<file path="config.mk">
export PLATFORM = sky130hd
export DESIGN_NAME = tt_um_not_arbiter
export DESIGN_NICKNAME = d
export VERILOG_FILES = /design/src/rtl/tt_um_not_arbiter.sv
export SDC_FILE = /design/constraint.sdc
export NUM_CORES = 1
export LEC_CHECK = 0
export ABC_AREA = 1
export BUFFER_PORTS_ARGS = -buffer_cell sky130_fd_sc_hd__buf_2
export CAP_MARGIN = 5
export CORE_MARGIN = 5
export CORE_UTILIZATION = 40
export CTS_CLUSTER_DIAMETER = 60
export CTS_CLUSTER_SIZE = 24
export DETAILED_ROUTE_END_ITERATION = 6
export PLACE_DENSITY = 0.71
export SYNTH_ARGS = -nofsm -noshare
export SYNTH_HDL_FRONTEND = slang
export SYNTH_SLANG_ARGS = --single-unit
</file>
<file path="constraint.sdc">
create_clock -name clk -period 2.14 [get_ports clk]
set_clock_uncertainty 0.1 [all_clocks]
set_input_delay 0 -clock clk [delete_from_list [all_inputs] [get_ports clk]]
set_output_delay 0 -clock clk [all_outputs]
set_load 0.01 [all_outputs]
</file>
<file path="src/rtl/tt_um_not_arbiter.sv">
// tt_um_not_arbiter: four requesters share one registered inverter through a round-robin IDLE/HOLD/RELEASE handshake; define NOT_ARB_STATS_EN to expose a completed-transaction counter on uio_out.
module tt_um_not_arbiter #(
  parameter int CNT_W = 8
) (
  input  logic       clk,
  input  logic       rst_n,
  input  logic       ena,
  input  logic [7:0] ui_in,
  input  logic [7:0] uio_in,
  output logic [7:0] uo_out,
  output logic [7:0] uio_out,
  output logic [7:0] uio_oe
);
  typedef enum logic [1:0] {IDLE, HOLD, RELEASE} state_t;
  state_t state_q, state_d;
  logic [3:0] req, data, grant_q, grant_d;
  logic result_q, result_d, valid_q, valid_d, ack, start, done, unused;
  logic [1:0] idx_q, idx_d, ptr_q, ptr_d, pick;
  assign req = ui_in[3:0];
  assign data = ui_in[7:4];
  assign ack = uio_in[0];
  assign unused = &{1'b0, ena, uio_in[7:1]};
  assign start = state_q == IDLE && |req;
  assign done = state_q == HOLD && (ack || !req[idx_q]);
  // round-robin search from ptr+1 up to ptr itself; the nearest pending requester wins
  always_comb begin
    pick = ptr_q;
    for (int i = 4; i >= 1; i--) pick = req[ptr_q + 2'(i)] ? ptr_q + 2'(i) : pick;
  end
  // state and output registers
  always_ff @(posedge clk or negedge rst_n) begin
    if (!rst_n) begin
      state_q <= IDLE;
      grant_q <= '0;
      result_q <= 1'b0;
      valid_q <= 1'b0;
      idx_q <= '0;
      ptr_q <= 2'd3;
    end else begin
      state_q <= state_d;
      grant_q <= grant_d;
      result_q <= result_d;
      valid_q <= valid_d;
      idx_q <= idx_d;
      ptr_q <= ptr_d;
    end
  end
  // next state: grant from IDLE, leave HOLD on ack or abort, RELEASE lasts one cycle
  always_comb state_d = state_q == IDLE ? (|req ? HOLD : IDLE) : state_q == HOLD ? (done ? RELEASE : HOLD) : IDLE;
  // outputs are captured at grant, frozen through HOLD, and cleared on leaving HOLD
  always_comb begin
    grant_d = start ? 4'b0001 << pick : done ? 4'b0000 : grant_q;
    result_d = start ? ~data[pick] : done ? 1'b0 : result_q;
    valid_d = start ? 1'b1 : done ? 1'b0 : valid_q;
    idx_d = start ? pick : done ? 2'd0 : idx_q;
    ptr_d = start ? pick : ptr_q;
  end
  assign uo_out = {idx_q, valid_q, result_q, grant_q};
`ifdef NOT_ARB_STATS_EN
  logic [CNT_W-1:0] cnt_q, cnt_d;
  // only ack-completed transactions count; aborts and resets do not
  always_comb cnt_d = (state_q == HOLD && ack) ? cnt_q + 1'b1 : cnt_q;
  // transaction counter register
  always_ff @(posedge clk or negedge rst_n) begin
    if (!rst_n) cnt_q <= '0;
    else cnt_q <= cnt_d;
  end
  assign uio_out = 8'(cnt_q);
  assign uio_oe = 8'hFF;
`else
  assign uio_out = 8'h00;
  assign uio_oe = 8'h00;
`endif
endmodule

</file>
Word-level counts from Yosys, hierarchy flattened

Index checks and enable logic that the tools add are counted.

Reductions and logical operators: 7
Add/subtract/negate cells: 3
Equality and inequality tests: 1
Bitwise logic cells: 1
Order comparisons: 5
Shift-type cells: 1
Multiply operators: 0
Div/mod/pow operators: 0
Muxes and demuxes: 24

Operators by type and width:

| operator            | count |
|---|---|
| $mux 2              | 8 |
| $lt 2x3->1 const B  | 5 |
| $bmux 1 s2          | 5 |
| $mux 1              | 9 |
| $mux 4              | 2 |
| $add 2x2->2 const B | 2 |
| $reduce_or 4->1     | 1 |
| $shl 1x2->4 const A | 1 |
| $add 2x1->2 const B | 1 |
| $eq 2x1->1 const B  | 1 |
| $logic_and 1x1->1   | 2 |
| $logic_not 2->1     | 1 |
| $reduce_bool 2->1   | 1 |
| $logic_not 1->1     | 1 |
| $logic_or 1x1->1    | 1 |
| $not 1->1           | 1 |

Bits in latches: 0
Register bits: 12
Output and inout bits: 24
ROM bits: 0
RAM bits: 0
Memories: 0
Input bits: 19

Depth between registers and ports, before layout

Depth in word-level cells: 10
Gate-level depth with buffers: 15

Worst setup path after synthesis

No wires, ideal clock.

Path kind: register -> register
From: register ptr_q[0]
To: register result_q
Buffers on the path: 1
Period minus slack after synthesis: 1606 ps
Setup slack: 534 ps
Stages on the path, launching flop included: 15
Required time: 1923 ps
Arrival time: 1389 ps
Cells stage by stage: dfstp_2 > buf_6 > inv_8 > nand2_1 > nand2_1 > nand2_1 > nand2_1 > nand2_2 > nand2_1 > nand2_2 > nand2_2 > nand2_1 > nand3_1 > nand3_1 > nand2_1

Cells in the longest elaborated chain, start to end: 10
Elaborated cells on any way between the ends: 16
Those cells by class: 3 x add/sub; 12 x mux; 1 x bitwise

RTL lines:

| what                           | line | text |
|---|---|---|
| start: declaration             | 18   | `logic [1:0] idx_q, idx_d, ptr_q, ptr_d, pick;` |
| start signal: assignment       | 45   | `ptr_q <= ptr_d;` |
| $add 2x2->2                    | 28   | `for (int i = 4; i >= 1; i--) pick = req[ptr_q + 2'(i)] ? ptr_q + 2'(i) : pick;` |
| $bmux 1 s2                     | 28   |  |
| $mux 1 (implied by the code)   | 28   |  |
| $mux 2 (2 in series)           | 28   |  |
| $mux 2 *                       | 28   |  |
| $bmux 1 s2 *                   | 53   | `result_d = start ? ~data[pick] : done ? 1'b0 : result_q;` |
| $mux 1 (implied by the code) * | 53   |  |
| $not 1->1 *                    | 53   |  |
| $mux 1 *                       | 53   |  |
| end signal: assignment         | 42   | `result_q <= result_d;` |
| end: declaration               | 17   | `logic result_q, result_d, valid_q, valid_d, ack, start, done, unused;` |

Every way passes the cells marked *; elsewhere a longest branch is shown, timed or not. The select of a mux whose other input is x is not followed.
A chain may end at the register's enable or synchronous reset.

Final worst setup path

Same ends and word-level chain as after synthesis.

==> summary.md <==
| Metric | Value |
|---|---|
| Status | `finished, final reports clean` |
| Die width | `56.6 um` |
| Die Height | `56.6 um` |
| CTS-repair resized insts | `0` |
| Top FF cell, synth | `dfrtp_1` |
| GRT Util Overall | `11.3%` |
| DR WL/cell | `9.77 um` |
| MaxCap Viol Count | `0` |
| Adder-Cell Fraction of Synth Area | `0%` |
| Final setup margin | `0.377 ns` |
| RD Place Congestion | `0.753` |
| Site row count | `16` |
| Post-Synth XOR/XNOR Area | `0%` |
| Kind of critical path | `reg -> reg` |
| Top-area cell type share of the netlist area | `28.8%` |
| Critical Path RT | `2.20 ns` |
| Main combinational cell family by area after synthesis | `simple AND/OR/NAND/NOR gates` |
| Ranking of synthesized cells by area | `dfrtp_1 29%, nand2_1 17%, buf_4 16%, inv_1 6.5%, dfstp_2 6.0%` |
| CTS Buf Count | `3` |
| CTS clk-pin slew, worst paths | `0.07 ns` |
| Min cycle time layout | `1.76 ns` |
| I/O pin cnt | `43` |
| Cell variety after synth | `19` |
| CP delay by family, top | `simple AND/OR/NAND/NOR gates` |
| Mapped Area | `870 um2` |
| Hold Crit Class | `in -> async` |
| Synth area leader | `dfrtp_1` |
| CTS tree | `yes` |
| Switching share of power | `49.8%` |
| Final hold vios | `0` |
| Clk buf depth | `2` |
| DIE AREA | `3210 um2` |
| Clock sinks | `12` |
| # nets final | `165` |
| Layout cells sized above 1 | `24.8%` |
| Post-DRT Antenna Nets | `0` |
| Detailed Routing Iterations Pass 1 | `4` |
| Most frequent CP cell | `nand2_1` |
| Mux contribution to synthesized area | `0%` |
| Starting Density | `43.0%` |
| Number of global-route vias before repair | `694` |
| Pre-CTS setup slack | `0.374 ns` |
| IO Port Bufs | `18` |
| Avg Vias per Cell | `4.27` |
| Yosys warnings | `0` |
| Most common cell after layout, fill and taps aside | `nand2_1` |
| Final setup violation count | `0` |
| Clk pwr share | `10.2%` |
| Mean Syn Cell Area | `7.01 um2` |
| CP Launch Type | `flip-flop` |
| Remaining DRCs | `0` |
| Simple-Gate Fraction of Synth Area | `29.2%` |
| Post-synthesis cell count | `124` |
| CTS Root Cell | `clkbuf_4` |
| First-pass GRT wire length | `2870 um` |
| DR vias | `734` |
| GRT Residual Overflow | `0` |
| Ant. Diodes | `0` |
| Complex-gate fraction of the synthesized area | `10.1%` |
| Post-synth EDFFs | `0` |
| Peak VDD IR | `0.701 mV` |
| Filler cells | `213` |
| Area growth syn-to-layout | `10.4%` |
| Post-synth ARST share | `100%` |
| Most frequent cells in the layout | `40 x nand2_1, 18 x buf_2, 16 x conb_1` |
| Fin Setup TNS | `0 ns` |
| Crit path DAT | `1.82 ns` |
| CP bufs+invs | `2` |
| Power Density | `1460 nW/um2` |
| RSZ-0062 raised after global routing | `no` |
| Int Pwr | `0.000705 W` |
| Fin Hold WS | `0.0154 ns` |
| Largest net degree at the start of global routing | `13` |
| Crit. End Element | `flip-flop` |
| Initial antenna violation count | `0` |
| Clk_lat worst skew | `0.27 ns` |
| Multi-input gate area | `402 um2` |
| Fmax | `567 MHz` |
| Psw | `0.000700 W` |
| Storage cell area | `303 um2` |
| Routed Wire Length | `1680 um` |
| Htree depth | `1` |
| Crit Path Max Fanout | `9` |
| Core ar. | `2020 um2` |
| Cell Chain, Critical Path | `inv_8 > nand2_1 > nand2_1 > nand2_1 > nand2_1 > nand2_1 > nand2_1 > nand2_1 > nand2_2 > inv_1 > nand3_1 > nand3_1 > nand2_1` |
| Starting DRC count in detailed routing | `21` |
| Static Leak | `0.574 nW` |
| Reg power frac | `30.4%` |
| Comb pwr share | `59.4%` |
| Final slew viol count | `0` |
| Worst path slowest cell | `dfstp_2` |
| #FFs+latches synth | `12` |
| DP Wirelength | `1320 um` |
| Peak per-stage delay on the critical path | `0.67 ns` |
| Tcrit/Tclk final | `82.4%` |
| Sequential-to-total area share from yosys stat | `34.8%` |
## per-layer routing
| metal | part of all wire, % | vias to the layer above | global-route usage, % | routed length, um |
|---|---|---|---|---|
| met5 | 0 | - | 0 | 0 |
| met3 | 6.1 | 4 | 2.52 | 103 |
| met1 | 42 | 320 | 12.3 | 701 |
| li1 | - | 388 | - | - |
| met2 | 49 | 22 | 19.0 | 825 |
| met4 | 3.0 | 0 | 8.14 | 50 |
## power groups by stage
stage | combinational (W) | sequential, W | clock, W
after global routing | 0.000968 | 0.000443 | 0.000162
after global placement | 0.000820 | 0.000428 | 0
after floorplan | 0.000719 | 0.000411 | 0
after detailed placement | 0.000831 | 0.000431 | 0
final | 0.000834 | 0.000427 | 0.000144
after CTS | 0.000844 | 0.000427 | 0.000147
## worst paths after layout
path	startpoint	endpoint	slack [ns]	cells past startpoint
setup / recovery	ptr_q[0]$_DFFE_PN1P_	result_q$_DFFE_PN0P_	0.38	13
hold / removal	rst_n	state_q[0]$_DFF_PN0_	0.02	2
setup reg to reg	ptr_q[0]$_DFFE_PN1P_	result_q$_DFFE_PN0P_	0.38	13
hold reg to reg	result_q$_DFFE_PN0P_	result_q$_DFFE_PN0P_	0.38	2
max in group asynchronous	rst_n	ptr_q[0]$_DFFE_PN1P_	1.64	2
min in group clk	ui_in[5]	result_q$_DFFE_PN0P_	0.02	6
## sequential cells by signal, indices dropped and copies added, names as in the netlist
name	flops
state_q	2
ptr_q	2
result_q	1
valid_q	1
idx_q	2
grant_q	4
## cell type report
type / count / share of cell area (%)
multi-input cells: 90 / 41.9
flip-flops and latches: 12 / 31.6
repair buffers: 21 / 12.5
inverters: 18 / 7.82
well taps: 27 / 3.52
clock buffers: 4 / 2.74
## cells in the mapped netlist, types with 2 or more instances
| cell type | number |
|---|---|
| buf_4 | 18 |
| nand3_1 | 8 |
| inv_2 | 2 |
| dfstp_2 | 2 |
| o21ai_0 | 7 |
| inv_1 | 15 |
| a21oi_1 | 2 |
| o21ai_1 | 4 |
| nand2_2 | 8 |
| dfrtp_1 | 10 |
| nand2_1 | 40 |
## timing repair
item	CTS	global route
setup endpoints to repair	0	0
hold buffers	3	0
setup buffers	0	0
hold endpoints to repair	15	0
## stage by stage
step	total power [W]	instances	instance area, um2	util, %
after floorplan	0.00113	139	926	-
after global placement	0.00125	165	903	44.7
after detailed placement	0.00126	165	903	44.7
after CTS	0.00142	172	960	47.5
after global routing	0.00157	172	960	47.5
final	0.00140	172	960	47.5
## cell families (layout without fill, tap and decap cells)
family | count (synthesis) | count (layout)
AOI/OAI and AO/OA | 16 | 16
buffers and inverters | 37 | 43
DFF | 12 | 12
other | 1 | 16
and+or+nand+nor | 58 | 58
Power figures use the tool's default switching activity.
